[src/rtl/at24_cmd_pkg.sv]
// Shared definitions for the strobed 3-bit command link: command codes,
// command kinds, transmitter FSM states and the macro frame tables.
package at24_cmd_pkg;

    localparam logic [2:0] CMD_PAUSE         = 3'd0;
    localparam logic [2:0] CMD_PLUS          = 3'd1;
    localparam logic [2:0] CMD_MINUS         = 3'd2;
    localparam logic [2:0] CMD_BALLAST_P     = 3'd3;
    localparam logic [2:0] CMD_BALLAST_N     = 3'd4;
    localparam logic [2:0] CMD_START         = 3'd5;
    localparam logic [2:0] CMD_SHUTDOWN      = 3'd6;
    localparam logic [2:0] CMD_DISCHARGE_PRE = 3'd7;

    localparam int MAX_FRAMES = 5;

    typedef enum logic [1:0] {
        KIND_SINGLE     = 2'd0,
        KIND_START      = 2'd1,
        KIND_DISCHARGE  = 2'd2,
        KIND_SINGLE_ALT = 2'd3
    } cmd_kind_t;

    typedef enum logic [2:0] {
        ST_IDLE  = 3'd0,
        ST_SETUP = 3'd1,
        ST_HIGH  = 3'd2,
        ST_LOW   = 3'd3,
        ST_DONE  = 3'd4
    } tx_state_t;

    function automatic int max3(input int a, input int b, input int c);
        int m;
        m = (a > b) ? a : b;
        return (m > c) ? m : c;
    endfunction

    // Index of the last frame in the sequence for a given command kind.
    function automatic logic [2:0] frame_last(input cmd_kind_t kind);
        case (kind)
            KIND_START:     return 3'd1;
            KIND_DISCHARGE: return 3'(MAX_FRAMES - 1);
            default:        return 3'd0;
        endcase
    endfunction

    // Code carried by frame 'step' of a command.
    //   single    : {code}
    //   start     : {5,0}
    //   discharge : {7,0,7,0,code}
    function automatic logic [2:0] frame_code(input cmd_kind_t kind,
                                              input logic [2:0] code,
                                              input logic [2:0] step);
        logic [2:0] r;
        r = code;
        case (kind)
            KIND_START:     r = (step == 3'd0) ? CMD_START : CMD_PAUSE;
            KIND_DISCHARGE: begin
                case (step)
                    3'd0, 3'd2: r = CMD_DISCHARGE_PRE;
                    3'd1, 3'd3: r = CMD_PAUSE;
                    default:    r = code;
                endcase
            end
            default:        r = code;
        endcase
        return r;
    endfunction

endpackage

[src/rtl/cmd_phase_timer.sv]
// Loadable down-counter used to time each strobe phase. Stops at zero.
module cmd_phase_timer #(
    parameter int W = 6
) (
    input  logic         clk,
    input  logic         rst,
    input  logic         load,
    input  logic [W-1:0] load_val,
    output logic         zero
);

    logic [W-1:0] cnt;

    // Load on phase entry, otherwise count down and park at zero.
    always_ff @(posedge clk) begin
        if (rst) begin
            cnt <= '0;
        end else if (load) begin
            cnt <= load_val;
        end else if (cnt != '0) begin
            cnt <= cnt - 1'b1;
        end
    end

    assign zero = (cnt == '0);

endmodule

[src/rtl/cmd_strobe_tx.sv]
// Host-side transmitter for the strobed 3-bit command link. Accepts one
// command at a time and plays it out as SETUP/HIGH/LOW strobe frames.
//
// Handshake: a command is taken on a rising clk edge where cmd_valid and
// cmd_ready are both high; cmd_ready is high only in IDLE, and kind/code are
// captured at that edge so later input changes have no effect.
module cmd_strobe_tx
    import at24_cmd_pkg::*;
#(
    parameter int SETUP_CYC = 2,
    parameter int HIGH_CYC  = 50,
    parameter int LOW_CYC   = 50
) (
    input  logic       clk,
    input  logic       rst,
    input  logic       cmd_valid,
    output logic       cmd_ready,
    input  logic [1:0] cmd_kind,
    input  logic [2:0] cmd_code,
    output logic [2:0] o_c,
    output logic       o_clk,
    output logic       busy,
    output logic       done
);

    localparam int TW = $clog2(max3(SETUP_CYC, HIGH_CYC, LOW_CYC) + 1);
    localparam logic [TW-1:0] LD_SETUP = TW'((SETUP_CYC > 0) ? SETUP_CYC - 1 : 0);
    localparam logic [TW-1:0] LD_HIGH  = TW'(HIGH_CYC - 1);
    localparam logic [TW-1:0] LD_LOW   = TW'(LOW_CYC - 1);

    tx_state_t  state_q, state_d;
    cmd_kind_t  kind_q, kind_d;
    logic [2:0] code_q, code_d;
    logic [2:0] step_q, step_d;
    logic [2:0] oc_q, oc_d;
    logic       tmr_load;
    logic [TW-1:0] tmr_val;
    logic       tmr_zero;

    cmd_phase_timer #(.W(TW)) u_timer (
        .clk      (clk),
        .rst      (rst),
        .load     (tmr_load),
        .load_val (tmr_val),
        .zero     (tmr_zero)
    );

    // State, latched command, frame index and code register.
    always_ff @(posedge clk) begin
        if (rst) begin
            state_q <= ST_IDLE;
            kind_q  <= KIND_SINGLE;
            code_q  <= 3'd0;
            step_q  <= 3'd0;
            oc_q    <= 3'd0;
        end else begin
            state_q <= state_d;
            kind_q  <= kind_d;
            code_q  <= code_d;
            step_q  <= step_d;
            oc_q    <= oc_d;
        end
    end

    // Next-state logic. o_c is only reloaded on acceptance and at the end of
    // a LOW phase, both while the strobe is low. With SETUP_CYC=0 the next
    // frame's code necessarily appears together with the rising strobe.
    always_comb begin
        state_d  = state_q;
        kind_d   = kind_q;
        code_d   = code_q;
        step_d   = step_q;
        oc_d     = oc_q;
        tmr_load = 1'b0;
        tmr_val  = '0;
        case (state_q)
            ST_IDLE: begin
                if (cmd_valid) begin
                    kind_d   = cmd_kind_t'(cmd_kind);
                    code_d   = cmd_code;
                    step_d   = 3'd0;
                    oc_d     = frame_code(cmd_kind_t'(cmd_kind), cmd_code, 3'd0);
                    tmr_load = 1'b1;
                    if (SETUP_CYC > 0) begin
                        state_d = ST_SETUP;
                        tmr_val = LD_SETUP;
                    end else begin
                        state_d = ST_HIGH;
                        tmr_val = LD_HIGH;
                    end
                end
            end
            ST_SETUP: begin
                if (tmr_zero) begin
                    state_d  = ST_HIGH;
                    tmr_load = 1'b1;
                    tmr_val  = LD_HIGH;
                end
            end
            ST_HIGH: begin
                if (tmr_zero) begin
                    state_d  = ST_LOW;
                    tmr_load = 1'b1;
                    tmr_val  = LD_LOW;
                end
            end
            ST_LOW: begin
                if (tmr_zero) begin
                    if (step_q == frame_last(kind_q)) begin
                        state_d = ST_DONE;
                    end else begin
                        step_d   = step_q + 3'd1;
                        oc_d     = frame_code(kind_q, code_q, step_q + 3'd1);
                        tmr_load = 1'b1;
                        if (SETUP_CYC > 0) begin
                            state_d = ST_SETUP;
                            tmr_val = LD_SETUP;
                        end else begin
                            state_d = ST_HIGH;
                            tmr_val = LD_HIGH;
                        end
                    end
                end
            end
            ST_DONE: begin
                state_d = ST_IDLE;
            end
            default: begin
                state_d = ST_IDLE;
            end
        endcase
    end

    assign cmd_ready = (state_q == ST_IDLE);
    assign o_clk     = (state_q == ST_HIGH);
    assign busy      = (state_q == ST_SETUP) || (state_q == ST_HIGH) || (state_q == ST_LOW);
    assign done      = (state_q == ST_DONE);
    assign o_c       = oc_q;

endmodule

[config.mk]
export PLATFORM = sky130hd
export DESIGN_NAME = cmd_strobe_tx
export DESIGN_NICKNAME = d
export VERILOG_FILES = /design/src/rtl/at24_cmd_pkg.sv /design/src/rtl/cmd_phase_timer.sv /design/src/rtl/cmd_strobe_tx.sv
export SDC_FILE = /design/constraint.sdc
export NUM_CORES = 1
export LEC_CHECK = 0
export BUFFER_PORTS_ARGS = -buffer_cell sky130_fd_sc_hd__buf_2
export CAP_MARGIN = 20
export CORE_ASPECT_RATIO = 1.25
export CORE_MARGIN = 2
export CORE_UTILIZATION = 42
export CTS_BUF_LIST = sky130_fd_sc_hd__clkbuf_8
export CTS_CLUSTER_SIZE = 14
export DETAILED_ROUTE_END_ITERATION = 16
export MAX_ROUTING_LAYER = met4
export SLEW_MARGIN = 5
export SYNTH_ARGS = -nofsm -noshare
export SYNTH_HDL_FRONTEND = slang
export SYNTH_SLANG_ARGS = --single-unit
[constraint.sdc]
create_clock -name clk -period 2.1 [get_ports clk]
set_input_delay 0.315 -clock clk [delete_from_list [all_inputs] [get_ports clk]]
set_output_delay 0.315 -clock clk [all_outputs]
set_load 0.02 [all_outputs]
==> impl_metrics.json, run 1 <==
{
  "outcome": "finished, final reports clean",
  "fin_area_mm2": 0.00145,
  "drv_cap": 0,
  "diodes": 0,
  "clock.fmax_mhz": 495,
  "die_x_um": 51.4,
  "coreArea_mm2": 0.00268,
  "htreeDepth": 1,
  "insertion_delay_ns": 0.26,
  "avgViaCountPerCell": 5.44,
  "cts_tree": "built",
  "grt_util_all_layers_pct": 18.2,
  "p_int_w": 0.00128,
  "slowest_stage": "or4_1",
  "cts_buffer_depth": 2,
  "fp-row-count": 21,
  "setup_viol": 0,
  "pwr-share-comb_pct": 54.5,
  "synth_top_area_share_pct": 33.9,
  "critPathKind": "reg -> reg",
  "die_h_um": 63.3,
  "drtIter0Drc": 23,
  "layout_setup_ws_ns": 0.0797,
  "routed_wl_mm": 2.60,
  "final_max_slew_viol_count": 0,
  "drive_gt1_share_pct": 29.2,
  "power_density_mw_per_mm2": 1460,
  "io_pins": 15,
  "cts_buffers": 3,
  "die-area_mm2": 0.00325,
  "cp-end-kind": "flop",
  "async_flop_share_pct": 0,
  "cp.arrival_ns": 2.15,
  "io_buffer_count": 14,
  "critPathMaxFanout": 4,
  "p_leak_nw": 0.570,
  "p_sw_share_pct": 39.7,
  "grt_pass1_wl_mm": 4.44,
  "fin_crit_sh_pct": 96.2,
  "rsz0062_at_grt": "yes",
  "grt_max_degree": 21,
  "grt_use_met3_pct": 2.84,
  "firstDrtPassIters": 4,
  "finalHoldViolCount": 0,
  "avgSynthCellArea_um2": 8.31,
  "drc_errors": 0,
  "cp.required_ns": 2.23,
  "final.min_clock_period_ns": 2.02,
  "place_ws_ns": -0.0150,
  "grt_pass1_vias": 1047,
  "setup-tns-final_ns": 0,
  "finalPower_w": 0.00213,
  "netlist_area_mm2": 0.00118,
  "netlist_instances": 142,
  "multi_input_comb_area_um2": 769,
  "worstMarginPinSlew_ns": 0.476,
  "seq_area_frac_synth_pct": 33.9,
  "cpPeakStageDelay_ns": 0.50,
  "clk_pin_slew_ns": 0.08,
  "yosysWarnings": 0,
  "timing.slew.headroom_pct": 68.3,
  "power_frac_clock_pct": 18.3,
  "hold_slack_ns": 0.299,
  "grt_overflow": 0,
  "ant_nets": 0,
  "synth-seq-cells": 20,
  "fin_skew_ns": 0.000459,
  "sequentialPowerShare_pct": 27.3,
  "synth_most_common_cell": "nand2_1",
  "place_hpwl_mm": 1.91,
  "irDropWorstVdd_mv": 0.796,
  "crit_path_start_kind": "flop",
  "yosys-top-cells-count": "nand2_1, dfxtp_1, a21oi_1",
  "p_sw_w": 0.000845,
  "hold_path_class": "in -> reg",
  "synth_area_leaders": "dfxtp_1, ha_1, nand2_1",
  "synth_edf_count": 0,
  "use_met1_pct": 20.9,
  "synthFlopType": "dfxtp_1",
  "path_cells": "ha_1, ha_4, or4_1, o22a_1, o21a_1, o221ai_2, a21oi_1",
  "routabilityCongestion": 0.822,
  "fillerInstances": 270,
  "ctsHoldBuffers": 0,
  "seq_area_um2": 404,
  "grt_antenna_before_repair": 0,
  "cts_sinks": 20,
  "vias": 1060,
  "yosysTopAreaCell": "dfxtp_1",
  "routedWlPerCell_um": 13.3,
  "place_area_mm2": 0.00129,
  "synth_nets": 159,
  "busiest_layer": "met2",
  "cts-root-buf": "clkbuf_8",
  "start_util_pct": 44.0,
  "synth_cell_type_count": 36,
  "area_delta_synth_final_pct": 23.0,
  "final_nets": 179,
  "gr-usage-met2_pct": 29.0
}
## registers in the layout (all words and copies together) (netlist names)
register / count
code_q: 3
state_q: 3
step_q: 3
kind_q: 2
u_timer.cnt: 6
o_c: 3
## layer usage
metal | vias up | part of all wire (%) | routed length [um]
met2 | 17 | 51 | 1340
met3 | 6 | 2.6 | 68
met4 | 0 | 2.2 | 57
li1 | 533 | - | -
met1 | 504 | 44 | 1140
met5 | - | 0 | 0
## layout by cell type (no fill, tap or decap), drive strengths merged, types with 2 or more instances in the layout
master   count
xnor2        6
clkbuf       3
nor3         9
buf         22
nor2        10
a211oi       2
o21a         2
a21oi       14
o221ai       2
or3          3
dfxtp       20
ha           9
a2111oi      3
nand3        6
mux2         2
nand2       22
and2         2
inv          9
## power by group through the flow
stage	Sequential, W	Combinational, W	Clock [W]
final	0.000579	0.00116	0.000388
after floorplan	0.000548	0.000806	0
after global routing	0.000591	0.00128	0.000412
after CTS	0.000570	0.00101	0.000396
after global placement	0.000576	0.000954	0
after detailed placement	0.000577	0.000975	0
## kinds of logic after synthesis
group	count (synthesis)	share of synthesized area, %
AO/OA/AOI/OAI	31	20.0
multiplexers	2	1.91
AND/OR/NAND/NOR	57	23.4
buffers and inverters	16	5.94
adder cells (fa/ha/maj)	9	9.54
XOR/XNOR	7	5.20
flip-flops	20	33.9
## stage by stage
step	util [%]	std cells
detailed placement	48.0	187
finish	54.2	195
floorplan	-	142
global placement	48.0	187
global route	54.2	195
CTS	51.1	191
## critical path: cells and delay by family, from the launching register on
| family | cells | cell delay [ns] |
|---|---|---|
| AOI/OAI and AO/OA | 4 | 0.62 |
| adders and majority gates | 2 | 0.44 |
| and+or+nand+nor | 1 | 0.50 |
| DFF | 1 | 0.34 |
## worst paths after layout
check                   start        end  slack (ns)  cells after the start
setup / recovery    step_q[1]     o_c[0]        0.08                      7
hold / removal    cmd_kind[0]  kind_q[0]        0.30                      3
setup reg to reg    step_q[1]     o_c[0]        0.08                      7
hold reg to reg        o_c[2]     o_c[2]        0.46                      2
## final cells by class
| class | instances | area share (%) |
|---|---|---|
| Sequential cell | 20 | 27.8 |
| Inverter | 9 | 2.33 |
| Multi-Input combinational cell | 106 | 53.0 |
| Clock buffer | 3 | 2.84 |
| Tap cell | 34 | 2.93 |
| Clock inverter | 1 | 2.07 |
| Timing Repair Buffer | 22 | 8.97 |
## repair_timing
action                                 in CTS  in global routing
resized for setup                           2                 13
cloned                                      0                  0
pin swaps                                   0                  6
endpoints found under the hold margin       0                  0
buffers inserted                            0                  4
setup endpoints to repair                   2                  8
No activity file was read; power rests on OpenSTA's default activity.
==> run 2: changes to the inputs <==
==> constraint.sdc (replaced) <==
create_clock -name clk -period 2.2 [get_ports clk]
set_input_delay 0.33 -clock clk [delete_from_list [all_inputs] [get_ports clk]]
set_output_delay 0.33 -clock clk [all_outputs]
set_load 0.02 [all_outputs]
==> run 2 against run 1 <==
Compared with the run above:
- non-clock buffer count down 6
- setup slack gained 0.012 ns
- worst hold slack better by 0.027 ns
- register-to-register slack is essentially flat
- total power shrank 18%
- sequential share of layout area grew 2.4 points
- clock skew is 0.0022 ns higher
- sequential cell count did not move
- clock power decreased by 29%
- via count decreased by 4.7%
- clock-buffer cell count up 1
- critical endpoint is now o_c[2]
==> impl_metrics.json, run 2 (synthesis results as in run 1) <==
{
  "outcome": "finished, final reports clean",
  "rsz0062_at_grt": "no",
  "grt_antenna_before_repair": 0,
  "place_ws_ns": 0.0766,
  "critPathKind": "reg -> reg",
  "cts-root-buf": "clkbuf_8",
  "drc_errors": 0,
  "cts_sinks": 20,
  "area_delta_synth_final_pct": 12.6,
  "insertion_delay_ns": 0.25,
  "setup-tns-final_ns": 0,
  "seq_area_um2": 402,
  "placed_cells": 185,
  "timing.slew.headroom_pct": 64.1,
  "die-area_mm2": 0.00325,
  "final_cell_mix": "nand2_1, dfxtp_1, a21oi_1, buf_2, nor2_1",
  "grt_pass1_vias": 987,
  "clk_pin_slew_ns": 0.07,
  "vias": 1010,
  "final_nets": 173,
  "diodes": 0,
  "grt_util_all_layers_pct": 17.6,
  "routedWlPerCell_um": 12.9,
  "io_buffer_count": 14,
  "largest_reg_flops": 6,
  "mostFrequentLayoutCell": "nand2_1",
  "drtIter0Drc": 18,
  "path_cells": "ha_1, ha_1, or4_1, o22a_1, o21a_1, o221ai_1, a21oi_1",
  "cp_common_cell": "ha_1",
  "die_x_um": 51.4,
  "final_max_slew_viol_count": 0,
  "cp.required_ns": 2.33,
  "io_pins": 15,
  "grt_pass1_wl_mm": 4.34,
  "grt_max_degree": 21,
  "critPathMaxFanout": 5,
  "hold_slack_ns": 0.326,
  "fin_skew_ns": 0.00263,
  "final_cell_count_no_fill": 189,
  "worstMarginPinSlew_ns": 0.536,
  "cp-end-kind": "flop",
  "start_util_pct": 44.0,
  "fp-row-count": 21,
  "drv_cap": 0,
  "firstDrtPassIters": 4,
  "clock.fmax_mhz": 474,
  "fillerInstances": 290,
  "coreArea_mm2": 0.00268,
  "layout_setup_ws_ns": 0.0919,
  "hold_path_class": "in -> reg",
  "cts_tree": "built",
  "avgViaCountPerCell": 5.34,
  "finalHoldViolCount": 0,
  "place_hpwl_mm": 1.90,
  "multi_input_comb_area_um2": 711,
  "routabilityCongestion": 0.836,
  "cp.arrival_ns": 2.24,
  "ant_nets": 0,
  "crit_path_start_kind": "flop",
  "p_leak_nw": 0.530,
  "final.min_clock_period_ns": 2.11,
  "die_h_um": 63.3,
  "power_density_mw_per_mm2": 1310,
  "cts_buffers": 3,
  "grt_overflow": 0,
  "htreeDepth": 1,
  "top_register": "u_timer.cnt",
  "drive_gt1_share_pct": 19.4,
  "slowest_stage": "or4_1",
  "fin_crit_sh_pct": 95.8,
  "routed_wl_mm": 2.44,
  "cpPeakStageDelay_ns": 0.51,
  "setup_viol": 0,
  "cts_setup_buffers": 0,
  "irDropWorstVdd_mv": 0.630,
  "cts_buffer_depth": 2
}
-- run 2: cell count changes in the layout (fill, tap and decap cells not counted), sizes merged --
cell    before  now
buf         22   16
bufinv       1    0
clkbuf       3    4
-- run 2: power breakdown --
group	leakage, nW	internal (W)	switching (W)	total, W
Combinational	0.336	0.000413	0.000509	0.000923
Sequential	0.164	0.000450	0.0000971	0.000547
Clock	0.0288	0.000159	0.000116	0.000275
-- run 2: layout make-up --
class                      count  share of cell area (%)
multi-input combinational    106                    53.5
sequential                    20                    30.2
timing repair buffer          16                    6.40
clock buffer                   4                    4.14
tap                           34                    3.20
inverter                       9                    2.54
-- run 2: per-stage QoR --
| stage | power, W | cell area [um^2] | util (%) |
|---|---|---|---|
| finish | 0.00174 | 1330 | 49.6 |
| global route | 0.00190 | 1330 | 49.6 |
| CTS | 0.00176 | 1330 | 49.5 |
| detailed placement | 0.00148 | 1270 | 47.4 |
| global placement | 0.00146 | 1270 | 47.4 |
| floorplan | 0.00129 | 1180 | - |
-- run 2: path summary, 6_finish.rpt --
check                           slack [ns]  cells after the start        end         from
worst max-delay path                  0.09                      7     o_c[2]    step_q[0]
worst min-delay path                  0.33                      3  kind_q[0]  cmd_kind[0]
worst max register to register        0.09                      7     o_c[2]    step_q[0]
worst min register to register        0.46                      2     o_c[2]       o_c[2]
-- run 2: metal layers --
layer / vias to the layer above / global-route usage (%) / part of all wire (%)
li1: 522 / - / -
met1: 464 / 19.5 / 43
met2: 20 / 32.1 / 53
met3: 4 / 2.13 / 2.6
met4: 0 / 4.93 / 1.1
met5: - / - / 0
-- run 2: critical path: cells and delay by family, from the launching register on --
family          cells  cell delay (ns)
compound gates      4             0.62
fa+ha+maj           2             0.51
flops               1             0.35
simple gates        1             0.51
-- run 2: repair_timing --
item,CTS,global route
setup endpoints to repair,0,2
resized for setup,0,2
hold buffers,0,0
